[src/rtl/coreaxi4dmacontroller_int_status_fifo.sv]
`default_nettype none
// ============================================================================
// Module  : coreaxi4dmacontroller_int_status_fifo
// Brief   : Per-queue interrupt status FIFO with optional SEC-DED protection
//           and a two-stage registered read path.
// Revision: 1.0 - initial release
// ============================================================================
module coreaxi4dmacontroller_int_status_fifo #(
    parameter int FIFO_WIDTH      = 50,
    parameter int DEPTH           = 4,
    parameter int WATERMARK_DEPTH = 1,
    parameter int ECC             = 1,
    parameter int FAMILY          = 25
) (
    input  logic                  clock,
    input  logic                  resetn,
    input  logic                  wrEn,
    input  logic [FIFO_WIDTH-1:0] wrData,
    input  logic                  rdEn,
    output logic [FIFO_WIDTH-1:0] rdData,
    output logic                  fifoFull,
    output logic                  wMarkFull,
    output logic                  fifoEmpty,
    output logic                  overflow,
    output logic                  error_flag_sb_fifo,
    output logic                  error_flag_db_fifo
);

    localparam int c_PTR_W    = $clog2(DEPTH);
    localparam int c_CNT_W    = c_PTR_W + 1;
    localparam int c_HAM_BITS = 6;
    localparam int c_STORED_W = (ECC != 0) ? FIFO_WIDTH + c_HAM_BITS + 1 : FIFO_WIDTH;

    localparam logic [c_PTR_W-1:0] c_PTR_ONE = c_PTR_W'(1);
    localparam logic [c_CNT_W-1:0] c_CNT_ONE = c_CNT_W'(1);

    if (DEPTH < 2 || (DEPTH & (DEPTH - 1)) != 0 || WATERMARK_DEPTH < 1 ||
        WATERMARK_DEPTH > DEPTH - 2 || FAMILY < 0 ||
        (ECC != 0 && FIFO_WIDTH > 57)) begin : g_badParams
        $error("coreaxi4dmacontroller_int_status_fifo: illegal parameter set");
    end

    logic [c_STORED_W-1:0] r_mem [DEPTH];
    logic [c_PTR_W-1:0]    r_wrPtr;
    logic [c_PTR_W-1:0]    r_rdPtr;
    logic [c_CNT_W-1:0]    r_count;
    logic                  r_overflow;
    logic                  r_pipeValid;
    logic [c_STORED_W-1:0] r_pipe;
    logic [FIFO_WIDTH-1:0] r_rdData;
    logic                  r_sb;
    logic                  r_db;

    logic [c_STORED_W-1:0] w_encoded;
    logic [FIFO_WIDTH-1:0] w_decData;
    logic                  w_sb;
    logic                  w_db;
    logic                  w_wrAcc;
    logic                  w_rdAcc;

    assign fifoFull           = (r_count == c_CNT_W'(DEPTH));
    assign fifoEmpty          = (r_count == '0);
    assign wMarkFull          = (r_count >= c_CNT_W'(WATERMARK_DEPTH));
    assign overflow           = r_overflow;
    assign rdData             = r_rdData;
    assign error_flag_sb_fifo = r_sb;
    assign error_flag_db_fifo = r_db;

    // A read frees the head slot in the same edge, so a full FIFO never drops
    // a write that arrives together with a read.
    assign w_rdAcc = rdEn & ~fifoEmpty;
    assign w_wrAcc = wrEn & (~fifoFull | rdEn);

    if (ECC != 0) begin : g_ecc
        // Codeword bit 0 is overall parity; bits 1.. are Hamming positions.
        always_comb begin : p_encode
            logic [c_STORED_W-1:0] cw;
            int k;
            cw = '0;
            k  = 0;
            for (int p = 1; p < c_STORED_W; p++) begin
                if ((p & (p - 1)) != 0) begin
                    cw[p] = wrData[k];
                    k++;
                end
            end
            for (int j = 0; j < c_HAM_BITS; j++) begin
                for (int p = 1; p < c_STORED_W; p++) begin
                    if (((p >> j) & 1) != 0) cw[1 << j] = cw[1 << j] ^ cw[p];
                end
            end
            cw[0]     = ^cw[c_STORED_W-1:1];
            w_encoded = cw;
        end

        always_comb begin : p_decode
            logic [c_STORED_W-1:0] fix;
            logic [c_HAM_BITS-1:0] syn;
            logic                  par;
            int k;
            syn = '0;
            par = ^r_pipe;
            fix = r_pipe;
            w_sb = 1'b0;
            w_db = 1'b0;
            w_decData = '0;
            for (int j = 0; j < c_HAM_BITS; j++) begin
                for (int p = 1; p < c_STORED_W; p++) begin
                    if (((p >> j) & 1) != 0) syn[j] = syn[j] ^ r_pipe[p];
                end
            end
            if (par) begin
                w_sb = 1'b1;
                if (int'(syn) < c_STORED_W) fix[syn] = ~fix[syn];
            end else if (syn != '0) begin
                w_db = 1'b1;
            end
            k = 0;
            for (int p = 1; p < c_STORED_W; p++) begin
                if ((p & (p - 1)) != 0) begin
                    w_decData[k] = fix[p];
                    k++;
                end
            end
        end
    end else begin : g_noEcc
        assign w_encoded = wrData;
        assign w_decData = r_pipe;
        assign w_sb      = 1'b0;
        assign w_db      = 1'b0;
    end

    // Storage is intentionally left out of reset.
    always_ff @(posedge clock) begin
        if (w_wrAcc) r_mem[r_wrPtr] <= w_encoded;
    end

    always_ff @(posedge clock or negedge resetn) begin
        if (!resetn) begin
            r_wrPtr     <= '0;
            r_rdPtr     <= '0;
            r_count     <= '0;
            r_overflow  <= 1'b0;
            r_pipeValid <= 1'b0;
            r_pipe      <= '0;
            r_rdData    <= '0;
            r_sb        <= 1'b0;
            r_db        <= 1'b0;
        end else begin
            if (w_wrAcc) r_wrPtr <= r_wrPtr + c_PTR_ONE;
            if (w_rdAcc) begin
                r_rdPtr <= r_rdPtr + c_PTR_ONE;
                r_pipe  <= r_mem[r_rdPtr];
            end
            case ({w_wrAcc, w_rdAcc})
                2'b10:   r_count <= r_count + c_CNT_ONE;
                2'b01:   r_count <= r_count - c_CNT_ONE;
                default: r_count <= r_count;
            endcase
            if (wrEn && !w_wrAcc) r_overflow <= 1'b1;
            r_pipeValid <= w_rdAcc;
            if (r_pipeValid) begin
                r_rdData <= w_decData;
                r_sb     <= w_sb;
                r_db     <= w_db;
            end
        end
    end

endmodule
`default_nettype wire

[config.mk]
export PLATFORM = sky130hd
export DESIGN_NAME = coreaxi4dmacontroller_int_status_fifo
export DESIGN_NICKNAME = d
export VERILOG_FILES = /design/src/rtl/coreaxi4dmacontroller_int_status_fifo.sv
export SDC_FILE = /design/constraint.sdc
export NUM_CORES = 1
export LEC_CHECK = 0
export ABC_AREA = 1
export ABC_CLOCK_PERIOD_IN_PS = 10400
export CAP_MARGIN = 20
export CORE_AREA = 2 2 219 221
export CTS_BUF_LIST = sky130_fd_sc_hd__clkbuf_2
export DETAILED_ROUTE_END_ITERATION = 10
export DIE_AREA = 0 0 221 223
export HOLD_SLACK_MARGIN = 0.1
export PLACE_DENSITY = 0.6
export SLEW_MARGIN = 40
export SYNTH_ARGS = -nofsm -noshare
export SYNTH_HDL_FRONTEND = slang
export SYNTH_SLANG_ARGS = --single-unit
[constraint.sdc]
create_clock -name clock -period 10.4 [get_ports clock]
set_input_delay 2.08 -clock clock [delete_from_list [all_inputs] [get_ports clock]]
set_output_delay 2.08 -clock clock [all_outputs]
set_load 0.05 [all_outputs]
# After elaboration in Yosys (flattened, before gate mapping)
# Memories as Yosys holds them, arrays and structs flattened. A register that Yosys moved wholly into a read port is not among the register bits.
# Index checks and enable logic that the tools add are counted.
# W data, S select, Z words.
# op_classes
addsub,4
magnitude_cmp,4
n_eq_ne,3
muxes,13
n_bitwise,306
n_reduce_logical,9
# ops
cell,n
$xor A1 B1 Y1,300
$mux W57,2
$bwmux W57,1
$reduce_xor A57 Y1,1
$reduce_xor A56 Y1,1
$lt A6 B7 Y1 const B,1
$mux W1,7
$bmux W1 S6,1
$demux W1 S6,1
$ge A6 B1 Y1 const B,1
$lt A6 B6 Y1 const B,1
$pmux W3 S2,1
$reduce_bool A6 Y1,1
$add A2 B1 Y2 const B,2
$add A3 B1 Y3 const B,1
$eq A3 B3 Y1 const B,1
$ge A3 B1 Y1 const B,1
$logic_not A3 Y1,1
$not A1 Y1,3
$sub A3 B1 Y3 const B,1
$and A1 B1 Y1,2
$eq A2 B1 Y1 const B,1
$eq A2 B2 Y1 const B,1
$logic_and A1 B1 Y1,2
3 further kinds,4
# word_totals
ff_bits,61
ramBits,228
out_inout_bits,56
wordCells,348
n_memories,1
# mem_list
name,depth,word_bits,read_ports,rd_clocked_by_memory_dff,write_ports,line,rtl
r_mem,4,57,1,1,1,43,logic [c_STORED_W-1:0] r_mem [DEPTH];

# Depth between registers and ports, before layout
# depth
depth_word,34
ltp_mapped,29

# Worst setup path before layout
# OpenSTA, ideal clock, no wires.
# synth_timing
kind,input to register
startpoint,in rdEn
endpoint,"mem r_mem[0][0] (netlist name), enable pin"
setup_ns,0.472
arrival_time_ns,4.684
t_required_ns,9.928
path_slack_ns,5.244
cell_stages,2
cell_sequence,o21ai_1 > nor2_1
# synth_between
elab_chain_len,4
# synth_lines
element,line,rtl
start: declaration,19,"input logic rdEn,"
$or A1 B1 Y1,72,assign w_wrAcc = wrEn & (~fifoFull | rdEn);
$and A1 B1 Y1,72,
$mux W1,135,if (w_wrAcc) r_mem[r_wrPtr] <= w_encoded;
$mux W1 (not written as such),135,
end: declaration,43,
# No other way between the ends.

# Worst setup path in the final report
# layout_timing
startpoint,reg r_count[1]
endpoint,out wMarkFull
# layout_between
elab_chain_len,1
# layout_lines
element,line,rtl
start: declaration,46,logic [c_CNT_W-1:0] r_count;
start signal: assignment,156,2'b10: r_count <= r_count + c_CNT_ONE;
start signal: assignment,157,2'b01: r_count <= r_count - c_CNT_ONE;
start signal: assignment,158,default: r_count <= r_count;
$ge A3 B1 Y1,63,assign wMarkFull = (r_count >= c_CNT_W'(WATERMARK_DEPTH));
end: declaration,22,"output logic wMarkFull,"
# No other way between the ends.

==> flow_metrics.tcl <==
set metrics [dict create \
    outcome "finished, final reports clean" \
    clk_pin_slew_ns 0.09 \
    synthDominantCellAreaShare_pct 38.6 \
    fill_cells 4653 \
    fin_crit_sh_pct 48.0 \
    die_area_um2 49300 \
    numCtsBuffers 90 \
    fin_nets 2071 \
    cts_setup_buffers 0 \
    critPathCaptureType "output pin" \
    fp.dieW_um 221 \
    synth-seq-cells 346 \
    max_slew.worst_pin.slew_ns 0.780 \
    clk_path_buf_depth 3 \
    crit_buf_inv 2 \
    cts_root_buf "clkbuf_2" \
    yosys_warnings 0 \
    ys_top_cells_by_area "edfxtp_1, dfrtp_1, nand2_1, nor2_1, xnor2_1" \
    cts_resized 0 \
    dr.pass1.iters 5 \
    crit_required_ns 8.32 \
    grt_start_max_net_pins 91 \
    crit_path_start_kind "register" \
    place_area_um2 19300 \
    die_h_um 223 \
    yosysUniqueCellTypes 42 \
    crit_chain "inv_1, ha_1, or4_1, clkdlybuf4s50_1" \
    syn_nets 1938 \
    clk_latency_ns 1.05 \
    post-route-min-period_ns 4.99 \
    setup_viol 0 \
    skew_ns 0.0760 \
    drt-total-wl_um 48700 \
    postRouteAntennaNets 0 \
    relSlewSlack_pct 48.0 \
    finalSetupTns_ns 0 \
    avgSynthCellArea_um2 9.45 \
    hp-class "register to register" \
    dp_slack_ns 5.36 \
    criticalPathCategory "register to output pin" \
    drc 0 \
    max_freq_ghz 0.200 \
    grt_pass1_wl_um 74900 \
    synthArstFlopShare_pct 34.1 \
    io_pins 110 \
    track_usage_pct 19.7 \
    cts_tree "built" \
    worstPathArrival_ns 2.91 \
    design_area_um2 20100 \
    vias 13435 \
    dpl.hpwl_um 32700 \
    hold_viol 0 \
    cp_top_family "buffers and inverters" \
    antenna_found_initial 2 \
    cts-htree-levels 3 \
    synth_edf_count 228 \
    final_layout_size_suffix_gt1_share_pct 12.3 \
    area_growth_pct 13.4 \
    drtIter0Drc 1117 \
    port_buffers 109 \
    grt_pass1_vias 12882 \
    synth_top_area_cell "edfxtp_1" \
    cap_violations 0 \
    layout_setup_ws_ns 5.41 \
    synthCells 1875 \
    rows 80 \
    gp_congestion 0.893 \
    rsz0062_at_grt "no" \
    design.core.area_um2 47100 \
    routedWlPerCell_um 18.1 \
    globalRouteOverflowTotal 0 \
    synthFlopType "edfxtp_1" \
    seq_area_frac_synth_pct 55.3 \
    ctsHoldBuffers 0 \
    path_max_fanout 4 \
    cts_sinks 346 \
    slowest_delay_ns 0.72 \
    maxSlewViolCount 0 \
    crit_slowest_cell "clkdlybuf4s50_1" \
    initial_core_util_pct 37.6 \
    viasPerCell 5.00 \
    netlist_area_um2 17700 \
]
-- flip-flops by register name (all words and copies together), names as in the netlist --
register,count
error_flag_db_fifo,1
r_mem,228
r_rdPtr,2
r_pipeValid,1
rdData,50
overflow,1
r_count,3
r_wrPtr,2
error_flag_sb_fifo,1
r_pipe,57
-- cells in the mapped netlist (4+ instances only) --
master / count
o21ai_0: 172
nor2_1: 271
ha_1: 9
clkbuf_1: 59
edfxtp_1: 228
dfrtp_1: 118
buf_6: 8
xnor2_1: 110
buf_8: 5
o21a_1: 15
nand3_2: 54
nand3_1: 83
buf_2: 6
inv_1: 101
nand2_1: 449
inv_2: 13
nand3b_1: 4
xor2_1: 66
nand2_2: 11
o22ai_1: 56
a21oi_1: 5
-- worst min-delay path, cell delays in order, from the launching register on --
cell and delay [ns]:
dfrtp_1 0.35, nand2_1 0.05, nand2_1 0.05
-- metrics by stage --
step / hold WS [ns] / utilization, % / std cells
CTS: 0.488 / 42.6 / 2685
floorplan: 0.488 / - / 1875
finish: 0.481 / 42.6 / 2688
detailed placement: 0.465 / 41.0 / 2531
global route: 0.509 / 42.6 / 2688
global placement: 0.452 / 40.9 / 2530
-- final timing paths --
check	start	endpoint	slack, ns	depth (start not counted)
max	r_count[1]	wMarkFull	5.41	4
min in group asynchronous	resetn	rdData[29]	1.06	1
min reg2reg	rdData[2]	rdData[2]	0.48	2
max reg2reg	r_pipe[47]	rdData[9]	6.52	23
max in group asynchronous	resetn	r_rdPtr[0]	8.21	2
min	rdData[2]	rdData[2]	0.48	2
-- placed cells by master (no fill, tap or decap), types with 3 or more instances in the layout --
cell,count
a21oi_1,4
buf_4,9
buf_6,7
clkbuf_2,125
clkdlybuf4s50_1,108
clkinv_1,22
clkinv_2,3
dfrtp_1,117
diode_2,3
edfxtp_1,228
ha_1,9
inv_1,100
inv_2,15
nand2_1,449
nand2_2,11
nand2_4,3
nand3_1,83
nand3_2,54
nand3b_1,4
nor2_1,266
nor2_4,8
o21a_1,15
o21ai_0,172
o22ai_1,56
xnor2_1,110
xor2_1,66
xor2_2,3
-- metal layers --
layer / up-vias / routed length (µm) / global-route usage, % / share of wire [%]
met5: - / 0 / 0 / 0
met1: 6424 / 22100 / 27.4 / 45
met2: 423 / 22400 / 30.9 / 46
met4: 0 / 1040 / 6.26 / 2.1
li1: 6509 / - / - / -
met3: 79 / 3180 / 4.03 / 6.5
-- area by class of cell --
type	count	area, µm²	area share (%)
Antenna cell	3	7.51	0.0374
Clock buffer	125	626	3.11
Clock inverter	29	130	0.647
Inverter	116	440	2.19
Multi-Input combinational cell	1329	7080	35.2
Sequential cell	346	9800	48.8
Tap cell	615	769	3.83
Timing Repair Buffer	125	1250	6.21
-- kinds of logic after synthesis --
group	count (synthesis)	share of synthesized area (%)
compound gates	253	7.82
simple gates	885	21.9
xor+xnor	182	9.31
buf+inv	200	5.04
flops	346	55.3
fa+ha+maj	9	0.635
Power is left out: the tool's default activity adds up to more than one toggle a clock period on the data nets, which glitch-free logic cannot reach.
==> edit, RTL diff (config.mk and constraints unchanged) <==
Change the parameter `FIFO_WIDTH` from 50 to 42.
--- a/src/rtl/coreaxi4dmacontroller_int_status_fifo.sv
+++ b/src/rtl/coreaxi4dmacontroller_int_status_fifo.sv
@@ -6,7 +6,7 @@
 // Revision: 1.0 - initial release
 // ============================================================================
 module coreaxi4dmacontroller_int_status_fifo #(
-    parameter int FIFO_WIDTH      = 50,
+    parameter int FIFO_WIDTH      = 42,
     parameter int DEPTH           = 4,
     parameter int WATERMARK_DEPTH = 1,
     parameter int ECC             = 1,
Interface: changed (resized rdData and wrData); port bits go from 110 to 94. The function was not compared with the original's and may differ.
==> edit against the original RTL <==
Cell area is 13% lower. Worst setup slack better by 0.10 ns. Synthesized cell count is 11% lower. Synthesized area is 14% lower. Routed wire length is 15% lower. Fmax is 2.1% higher. Cell count is 8.6% lower. Sequential cell count is 48 lower.
Power is left out: the tool's default activity adds up to more than one toggle a clock period on the data nets, which glitch-free logic cannot reach.
==> edit: results (changes against the original RTL) <==
GRT met2 Usage 25.6% (-5.4 points); status completed; DRT iter0 DRCs 833 (-25%); Seq/total area 48.3% (-0.51 points); WL met1 19000 µm (-14%); top cells by area, synth edfxtp_1, dfrtp_1, nand2_1, nor2_1, o21ai_0; clk slew on worst S/H paths 0.12 ns (+0.03 ns); xor/xnor cell area share of the yosys netlist 9.15% (-0.16 points); non-clk buf share 5.95% (-0.26 points); routed wl met3 3240 µm (+2.0%); # nets final 1835 (-11%); total CTS buffers 77 (-14%); distinct cell type count after synthesis 39 (-7.1%); syn_nets 1721 (-11%); FFs w/ async S/R, synth 34.2% (+0.12 points); global-route wire length before repair 64400 µm (-14%); I/O Buffers 93 (-15%); adder-cell area share of the yosys netlist 0.740% (+0.10 points); DP HPWL 28100 µm (-14%); ant diodes 5 (+2); clk_buf instances 101 (-19%); met3 Use GR 4.44% (+0.41 points); met1 Use GR 23.3% (-4.1 points); R2R Path End rdData[8]$_DFFE_PN0P_; R2R setup slack 6.30 ns (-0.22 ns)
edit: cell count changes in the layout (fill, tap and decap cells not counted), moves of 5 or more:
cell | before | now
buf_6 | 7 | 2
clkbuf_2 | 125 | 101
clkdlybuf4s50_1 | 108 | 92
dfrtp_1 | 117 | 99
edfxtp_1 | 228 | 196
inv_1 | 100 | 92
nand2_1 | 449 | 443
nand3_1 | 83 | 100
nand3_2 | 54 | 10
nor2_1 | 266 | 201
o21a_1 | 15 | 29
o21ai_0 | 172 | 149
o22ai_1 | 56 | 48
xnor2_1 | 110 | 80
edit: metrics by stage:
stage,instances,utilization (%)
after floorplan,1666,-
after global placement,2315,35.5
after detailed placement,2316,35.6
after CTS,2451,37.1
after global routing,2456,37.1
final,2456,37.1
edit: critical path: stages, from the launching register on:
cell,delay (ns)
dfrtp_1,0.42
inv_1,0.11
ha_1,0.18
inv_1,0.04
nor2_1,0.21
clkdlybuf4s50_1,0.86
